===== config.mk =====
export PLATFORM = sky130hd
export DESIGN_NAME = fuzz_stim_sequencer_flat
export DESIGN_NICKNAME = d
export VERILOG_FILES = /design/src/rtl/fuzz_stim_sequencer_if.sv /design/src/rtl/fuzz_stim_sequencer.sv /design/src/flat_wrapper.sv
export SDC_FILE = /design/constraint.sdc
export NUM_CORES = 2
export LEC_CHECK = 0
export ABC_CLOCK_PERIOD_IN_PS = 38500
export BUFFER_PORTS_ARGS = -buffer_cell sky130_fd_sc_hd__buf_2
export CAP_MARGIN = 20
export CORE_ASPECT_RATIO = 2
export CORE_MARGIN = 2
export CORE_UTILIZATION = 60
export CTS_CLUSTER_DIAMETER = 120
export DETAILED_ROUTE_END_ITERATION = 10
export PLACE_DENSITY_LB_ADDON = 0.3
export SYNTH_ARGS = -nofsm -noshare
export SYNTH_HDL_FRONTEND = slang
export SYNTH_SLANG_ARGS = --single-unit

===== constraint.sdc =====
create_clock -name clk -period 38.5 [get_ports clk]
set_clock_uncertainty 0.15 [all_clocks]
set_input_delay 5.775 -clock clk [delete_from_list [all_inputs] [get_ports clk]]
set_output_delay 5.775 -clock clk [all_outputs]
set_load 0.01 [all_outputs]

===== src/rtl/fuzz_stim_sequencer_if.sv =====
// Stimulus/response bundle between the fuzz sequencer and its controller/DUT side.
// The master side issues run requests and returns DUT responses; the sequencer is the slave.
interface fuzz_stim_sequencer_if #(
  parameter int IN_W  = 137,
  parameter int OUT_W = 159
);
  logic             start;
  logic [31:0]      seed_i;
  logic [31:0]      cycles_i;
  logic [IN_W-1:0]  dut_in;
  logic [OUT_W-1:0] dut_out;
  logic             busy;
  logic             done;
  logic [31:0]      cyc_cnt;
  logic [31:0]      signature;

  modport master (
    output start, seed_i, cycles_i, dut_out,
    input  dut_in, busy, done, cyc_cnt, signature
  );

  modport slave (
    input  start, seed_i, cycles_i, dut_out,
    output dut_in, busy, done, cyc_cnt, signature
  );
endinterface


===== src/rtl/fuzz_stim_sequencer.sv =====
// Hardware LCG stimulus sequencer with rotate-XOR response compactor for the fuzz harness.
// One vector per cycle from a seeded LCG chain; every response sample folds into a 32-bit signature.
module fuzz_stim_sequencer #(
  parameter int IN_W  = 137,
  parameter int OUT_W = 159
) (
  input  logic                   clk,
  input  logic                   rst_n,
  fuzz_stim_sequencer_if.slave   bus
);
  localparam int NCH    = (IN_W + 31) / 32;
  localparam int NCH_O  = (OUT_W + 31) / 32;
  localparam int LAST_W = IN_W - 32 * (NCH - 1);

  typedef enum logic [2:0] {
    IDLE   = 3'd0,
    INIT   = 3'd1,
    SETTLE = 3'd2,
    RUN    = 3'd3,
    DRAIN  = 3'd4
  } state_t;

  state_t            state_r;
  state_t            next_state_s;
  logic              accept_s;
  logic              load_s;
  logic              sample_s;
  logic              dec_s;
  logic              done_s;

  logic [31:0]       rng_r;
  logic [31:0]       remaining_r;
  logic [IN_W-1:0]   dut_in_r;
  logic              busy_r;
  logic              done_r;
  logic [31:0]       cyc_cnt_r;
  logic [31:0]       signature_r;

  logic [IN_W-1:0]     vec_s;
  logic [31:0]         rng_next_s;
  logic [NCH_O*32-1:0] out_pad_s;
  logic [31:0]         fold_s;

  function automatic logic [31:0] lcg_step(input logic [31:0] s);
    return s * 32'h41C64E6D + 32'h00003039;
  endfunction

  // State register
  always_ff @(posedge clk or negedge rst_n) begin
    if (!rst_n) state_r <= IDLE;
    else        state_r <= next_state_s;
  end

  // Next-state logic and per-state datapath strobes
  always_comb begin
    next_state_s = state_r;
    accept_s     = 1'b0;
    load_s       = 1'b0;
    sample_s     = 1'b0;
    dec_s        = 1'b0;
    done_s       = 1'b0;
    case (state_r)
      IDLE: begin
        if (bus.start) begin
          accept_s     = 1'b1;
          next_state_s = INIT;
        end else begin
          next_state_s = IDLE;
        end
      end
      INIT: begin
        load_s       = 1'b1;
        next_state_s = SETTLE;
      end
      SETTLE: begin
        sample_s = 1'b1;
        if (remaining_r == 32'd0) next_state_s = DRAIN;
        else                      next_state_s = RUN;
      end
      RUN: begin
        sample_s = 1'b1;
        load_s   = 1'b1;
        dec_s    = 1'b1;
        if (remaining_r == 32'd1) next_state_s = DRAIN;
        else                      next_state_s = RUN;
      end
      DRAIN: begin
        sample_s     = 1'b1;
        done_s       = 1'b1;
        next_state_s = IDLE;
      end
      default: next_state_s = IDLE;
    endcase
  end

  // NCH chained LCG steps in one cycle; the final state also reseeds rng
  always_comb begin
    logic [31:0] acc;
    acc   = rng_r;
    vec_s = '0;
    for (int k = 0; k < NCH - 1; k++) begin
      acc = lcg_step(acc);
      vec_s[k*32 +: 32] = acc;
    end
    acc = lcg_step(acc);
    vec_s[IN_W-1 -: LAST_W] = acc[LAST_W-1:0];
    rng_next_s = acc;
  end

  // XOR of all 32-bit response slices, top slice zero-padded
  always_comb begin
    out_pad_s = '0;
    out_pad_s[OUT_W-1:0] = bus.dut_out;
    fold_s = 32'd0;
    for (int k = 0; k < NCH_O; k++) begin
      fold_s = fold_s ^ out_pad_s[k*32 +: 32];
    end
  end

  // Datapath and registered outputs
  always_ff @(posedge clk or negedge rst_n) begin
    if (!rst_n) begin
      rng_r       <= 32'd0;
      remaining_r <= 32'd0;
      dut_in_r    <= '0;
      busy_r      <= 1'b0;
      done_r      <= 1'b0;
      cyc_cnt_r   <= 32'd0;
      signature_r <= 32'd0;
    end else begin
      if (accept_s) begin
        rng_r       <= bus.seed_i;
        remaining_r <= bus.cycles_i;
        signature_r <= 32'd0;
        cyc_cnt_r   <= 32'd0;
      end else begin
        if (load_s) begin
          dut_in_r <= vec_s;
          rng_r    <= rng_next_s;
        end
        if (dec_s) remaining_r <= remaining_r - 32'd1;
        if (sample_s) begin
          signature_r <= {signature_r[30:0], signature_r[31]} ^ fold_s;
          cyc_cnt_r   <= cyc_cnt_r + 32'd1;
        end
      end
      busy_r <= (next_state_s != IDLE);
      done_r <= done_s;
    end
  end

  assign bus.dut_in    = dut_in_r;
  assign bus.busy      = busy_r;
  assign bus.done      = done_r;
  assign bus.cyc_cnt   = cyc_cnt_r;
  assign bus.signature = signature_r;
endmodule


===== src/flat_wrapper.sv =====
// flat-port wrapper written by rule: the top's interface ports become plain ports
module fuzz_stim_sequencer_flat 
#(
  parameter int IN_W  = 137,
  parameter int OUT_W = 159
)
  (clk, rst_n, bus_start, bus_seed_i, bus_cycles_i, bus_dut_out, bus_dut_in, bus_busy, bus_done, bus_cyc_cnt, bus_signature);
  fuzz_stim_sequencer_if #(.IN_W(IN_W), .OUT_W(OUT_W)) bus_i ();
  input  logic clk;
  input  logic rst_n;
  input wire logic [$bits(bus_i.start)-1:0] bus_start;
  input wire logic [$bits(bus_i.seed_i)-1:0] bus_seed_i;
  input wire logic [$bits(bus_i.cycles_i)-1:0] bus_cycles_i;
  input wire logic [$bits(bus_i.dut_out)-1:0] bus_dut_out;
  output wire logic [$bits(bus_i.dut_in)-1:0] bus_dut_in;
  output wire logic [$bits(bus_i.busy)-1:0] bus_busy;
  output wire logic [$bits(bus_i.done)-1:0] bus_done;
  output wire logic [$bits(bus_i.cyc_cnt)-1:0] bus_cyc_cnt;
  output wire logic [$bits(bus_i.signature)-1:0] bus_signature;
  assign bus_i.start = bus_start;
  assign bus_i.seed_i = bus_seed_i;
  assign bus_i.cycles_i = bus_cycles_i;
  assign bus_i.dut_out = bus_dut_out;
  assign bus_dut_in = bus_i.dut_in;
  assign bus_busy = bus_i.busy;
  assign bus_done = bus_i.done;
  assign bus_cyc_cnt = bus_i.cyc_cnt;
  assign bus_signature = bus_i.signature;
  fuzz_stim_sequencer #(.IN_W(IN_W), .OUT_W(OUT_W)) u_core (.clk(clk), .rst_n(rst_n), .bus(bus_i));
endmodule

==> impl_metrics.yaml <==
global_routing:
  antenna_found_initial: 10
  grt_usage_pct: 34.6
  grt_pass1_vias: 43900
  grt_pass1_wl_um: 251000
  grt_overflow: 0
  grt_max_degree: 102
worst_setup_path:
  startpoint: "u_core.rng_r[6]"
  r2r-start: "u_core.rng_r[6]"
  slowest_delay_ns: 0.70
  required_ns: 38.96
  slowest_stage: "dfrtp_1"
  reg2regPathDepth: 109
  crit_top_cell: "inv_1"
  cp_data_arrival_time_ns: 29.67
  worst_setup_path_start_kind: "register"
  worst-setup-path-type: "register to register"
  crit_fanout: 10
  endpoint_kind: "register"
sta:
  slew_headroom_pct: 19.9
  finalCritPeriodShare_pct: 75.9
  drv_slew: 0
  min_period_ns: 29.21
  fmax_mhz: 34.2
  setup_viol: 0
  tightest_slew_ns: 1.19
  hold_viol: 0
  setup_tns_ns: 0
  rsz0062_at_grt: "no"
cts:
  post_cts_buffers: 0
  cts_buffer_depth: 3
  path_clk_slew_ns: 0.07
  clock_latency_ns: 0.69
  htreeDepth: 1
  cts_buffers: 31
  clkSinkCount: 266
  cts_tree: "built"
  ctsHoldBuffers: 0
  root_buffer: "clkbuf_16"
  postCtsResizedCells: 0
logic_synthesis:
  synth_nets: 7961
  synth_seq_cells: 266
  yosysUniqueCellTypes: 82
  synthArstFlopShare_pct: 100
  syn_area_per_cell_sq_um: 9.75
  syn_area_sq_um: 56400
  synth_edf_count: 0
  ys_warn_count: 0
  synth_commonest_cells: "inv_1, ha_1, fa_1"
  synth_most_common_cell: "inv_1"
  synth.top_cell.area_share_pct: 33.7
  synthCells: 5783
  synthTopCellsByArea: "fa_1, ha_1, dfrtp_1"
  ys_seq_area_share_pct: 11.8
  synthFlopType: "dfrtp_1"
  yosys.area.top_type: "fa_1"
drt:
  drt-total-wl_um: 161000
  drtIter0Drc: 2780
  drcViolationCount: 0
  drtAntennaViolNets: 0
  dr.pass1.iters: 6
  viasPerCell: 5.47
  wl_per_cell_um: 21.7
  num_vias: 40700
floorplan:
  die_w_um: 221
  coreArea_sq_um: 93500
  rows: 159
  pin_count: 429
  die_y_um: 438
  start_util_pct: 60.3
  dieArea_sq_um: 96600
min_path:
  whs_path_depth: 2
  hold_start: "u_core.bus.dut_in[117]"
  min-delay-path-class: "register to register"
outcome:
  status: "complete, no violations"
layout:
  drive_gt1_share_pct: 9.28
  nets: 8389
  n_fill_cell: 7639
  area_growth_pct: 8.63
place:
  place_congestion: 0.980
  io_buffers: 428
  dpl.hpwl_um: 141000
job:
  cap_violations: 0
## logic make-up after synthesis
| logic type | Yosys count | share of synthesized area, % |
|---|---|---|
| AO/OA/AOI/OAI | 630 | 6.92 |
| XOR/XNOR | 511 | 8.13 |
| adder cells (fa/ha/maj) | 1952 | 56.0 |
| buffers and inverters | 1755 | 11.7 |
| flip-flops | 266 | 11.8 |
| multiplexers | 8 | 0.149 |
| AND/OR/NAND/NOR | 661 | 5.31 |
## layer usage
layer / up-vias / track usage (%) / part of all wire, %
li1: 18600 / - / -
met1: 20600 / 45.6 / 40
met2: 1292 / 57.5 / 49
met3: 311 / 5.10 / 6.4
met4: 6 / 13.0 / 4.3
met5: - / 0 / 0.022
## critical path: cells and delay by family (launching register included)
| family | cells | cell delay [ns] |
|---|---|---|
| and+or+nand+nor | 4 | 0.94 |
| AOI/OAI and AO/OA | 17 | 3.01 |
| buffers and inverters | 29 | 2.04 |
| DFF | 1 | 0.70 |
| adders and majority gates | 42 | 17.71 |
| xor gates and xnor gates | 17 | 4.51 |
## registers in the layout, summed over array words and instances, names as in the netlist
register and flops:
u_core.bus.busy 1, u_core.bus.done 1, u_core.rng_r 32, u_core.state_r 3, u_core.bus.signature 32, u_core.bus.dut_in 133, u_core.remaining_r 32, u_core.bus.cyc_cnt 32
## stage by stage
stage | instance area (sq um) | worst slack [ns] | hold WS (ns) | util, % | instances
finish | 61300 | 9.29 | 0.320 | 65.5 | 7447
global route | 61300 | 7.96 | 0.359 | 65.5 | 7446
CTS | 61200 | 9.29 | 0.329 | 65.5 | 7441
detailed placement | 60100 | 9.38 | 0.307 | 64.2 | 7383
global placement | 60100 | 9.62 | 0.307 | 64.2 | 7383
floorplan | 56400 | 11.08 | 0.335 | - | 5783
## worst paths after layout
path	to	slack, ns
max in group asynchronous	u_core.bus.signature[17]	31.33
hold / removal	u_core.bus.dut_in[117]	0.32
min in group asynchronous	u_core.rng_r[13]	4.94
hold reg to reg	u_core.bus.dut_in[117]	0.32
setup reg to reg	u_core.rng_r[31]	9.29
setup / recovery	u_core.rng_r[31]	9.29
## layout by cell type (no fill, tap or decap), types with 5 or more instances in the layout
| cell | Yosys | routed |
|---|---|---|
| a211oi_1 | 20 | 20 |
| a21boi_0 | 5 | 5 |
| a21o_1 | 65 | 65 |
| a21oi_1 | 187 | 187 |
| a221o_1 | 6 | 6 |
| a22oi_1 | 22 | 22 |
| a31oi_1 | 12 | 12 |
| and2_1 | 15 | 15 |
| and3_1 | 25 | 25 |
| buf_2 | 0 | 427 |
| buf_4 | 5 | 40 |
| bufinv_16 | 0 | 6 |
| clkbuf_16 | 0 | 31 |
| dfrtp_1 | 266 | 265 |
| fa_1 | 950 | 950 |
| ha_1 | 1002 | 1002 |
| inv_1 | 1680 | 1680 |
| mux2i_1 | 5 | 5 |
| nand2_1 | 327 | 327 |
| nand2b_1 | 22 | 21 |
| nand3_1 | 32 | 32 |
| nand3b_1 | 8 | 8 |
| nand4_1 | 18 | 18 |
| nor2_1 | 114 | 113 |
| nor2b_1 | 9 | 8 |
| nor3_1 | 33 | 33 |
| nor3b_1 | 6 | 6 |
| nor4_1 | 10 | 10 |
| o211ai_1 | 9 | 9 |
| o21a_1 | 25 | 25 |
| o21ai_0 | 189 | 189 |
| o21ai_1 | 15 | 15 |
| o21bai_1 | 18 | 18 |
| o31ai_1 | 8 | 8 |
| or2_2 | 19 | 19 |
| or3_1 | 11 | 11 |
| xnor2_1 | 400 | 400 |
| xor2_1 | 102 | 102 |
## layout make-up
cell class	count	area [sq um]	share of cell area [%]
antenna	4	10.0	0.0163
clock buffer	37	838	1.37
clock inverter	21	309	0.504
inverter	1681	6310	10.3
multi-input combinational	3762	43100	70.4
sequential	266	6660	10.9
tap	1207	1510	2.47
timing repair buffer	469	2480	4.05
Power is not shown: default switching activity piles up to over one toggle a cycle in this logic, so the estimate is an artifact.
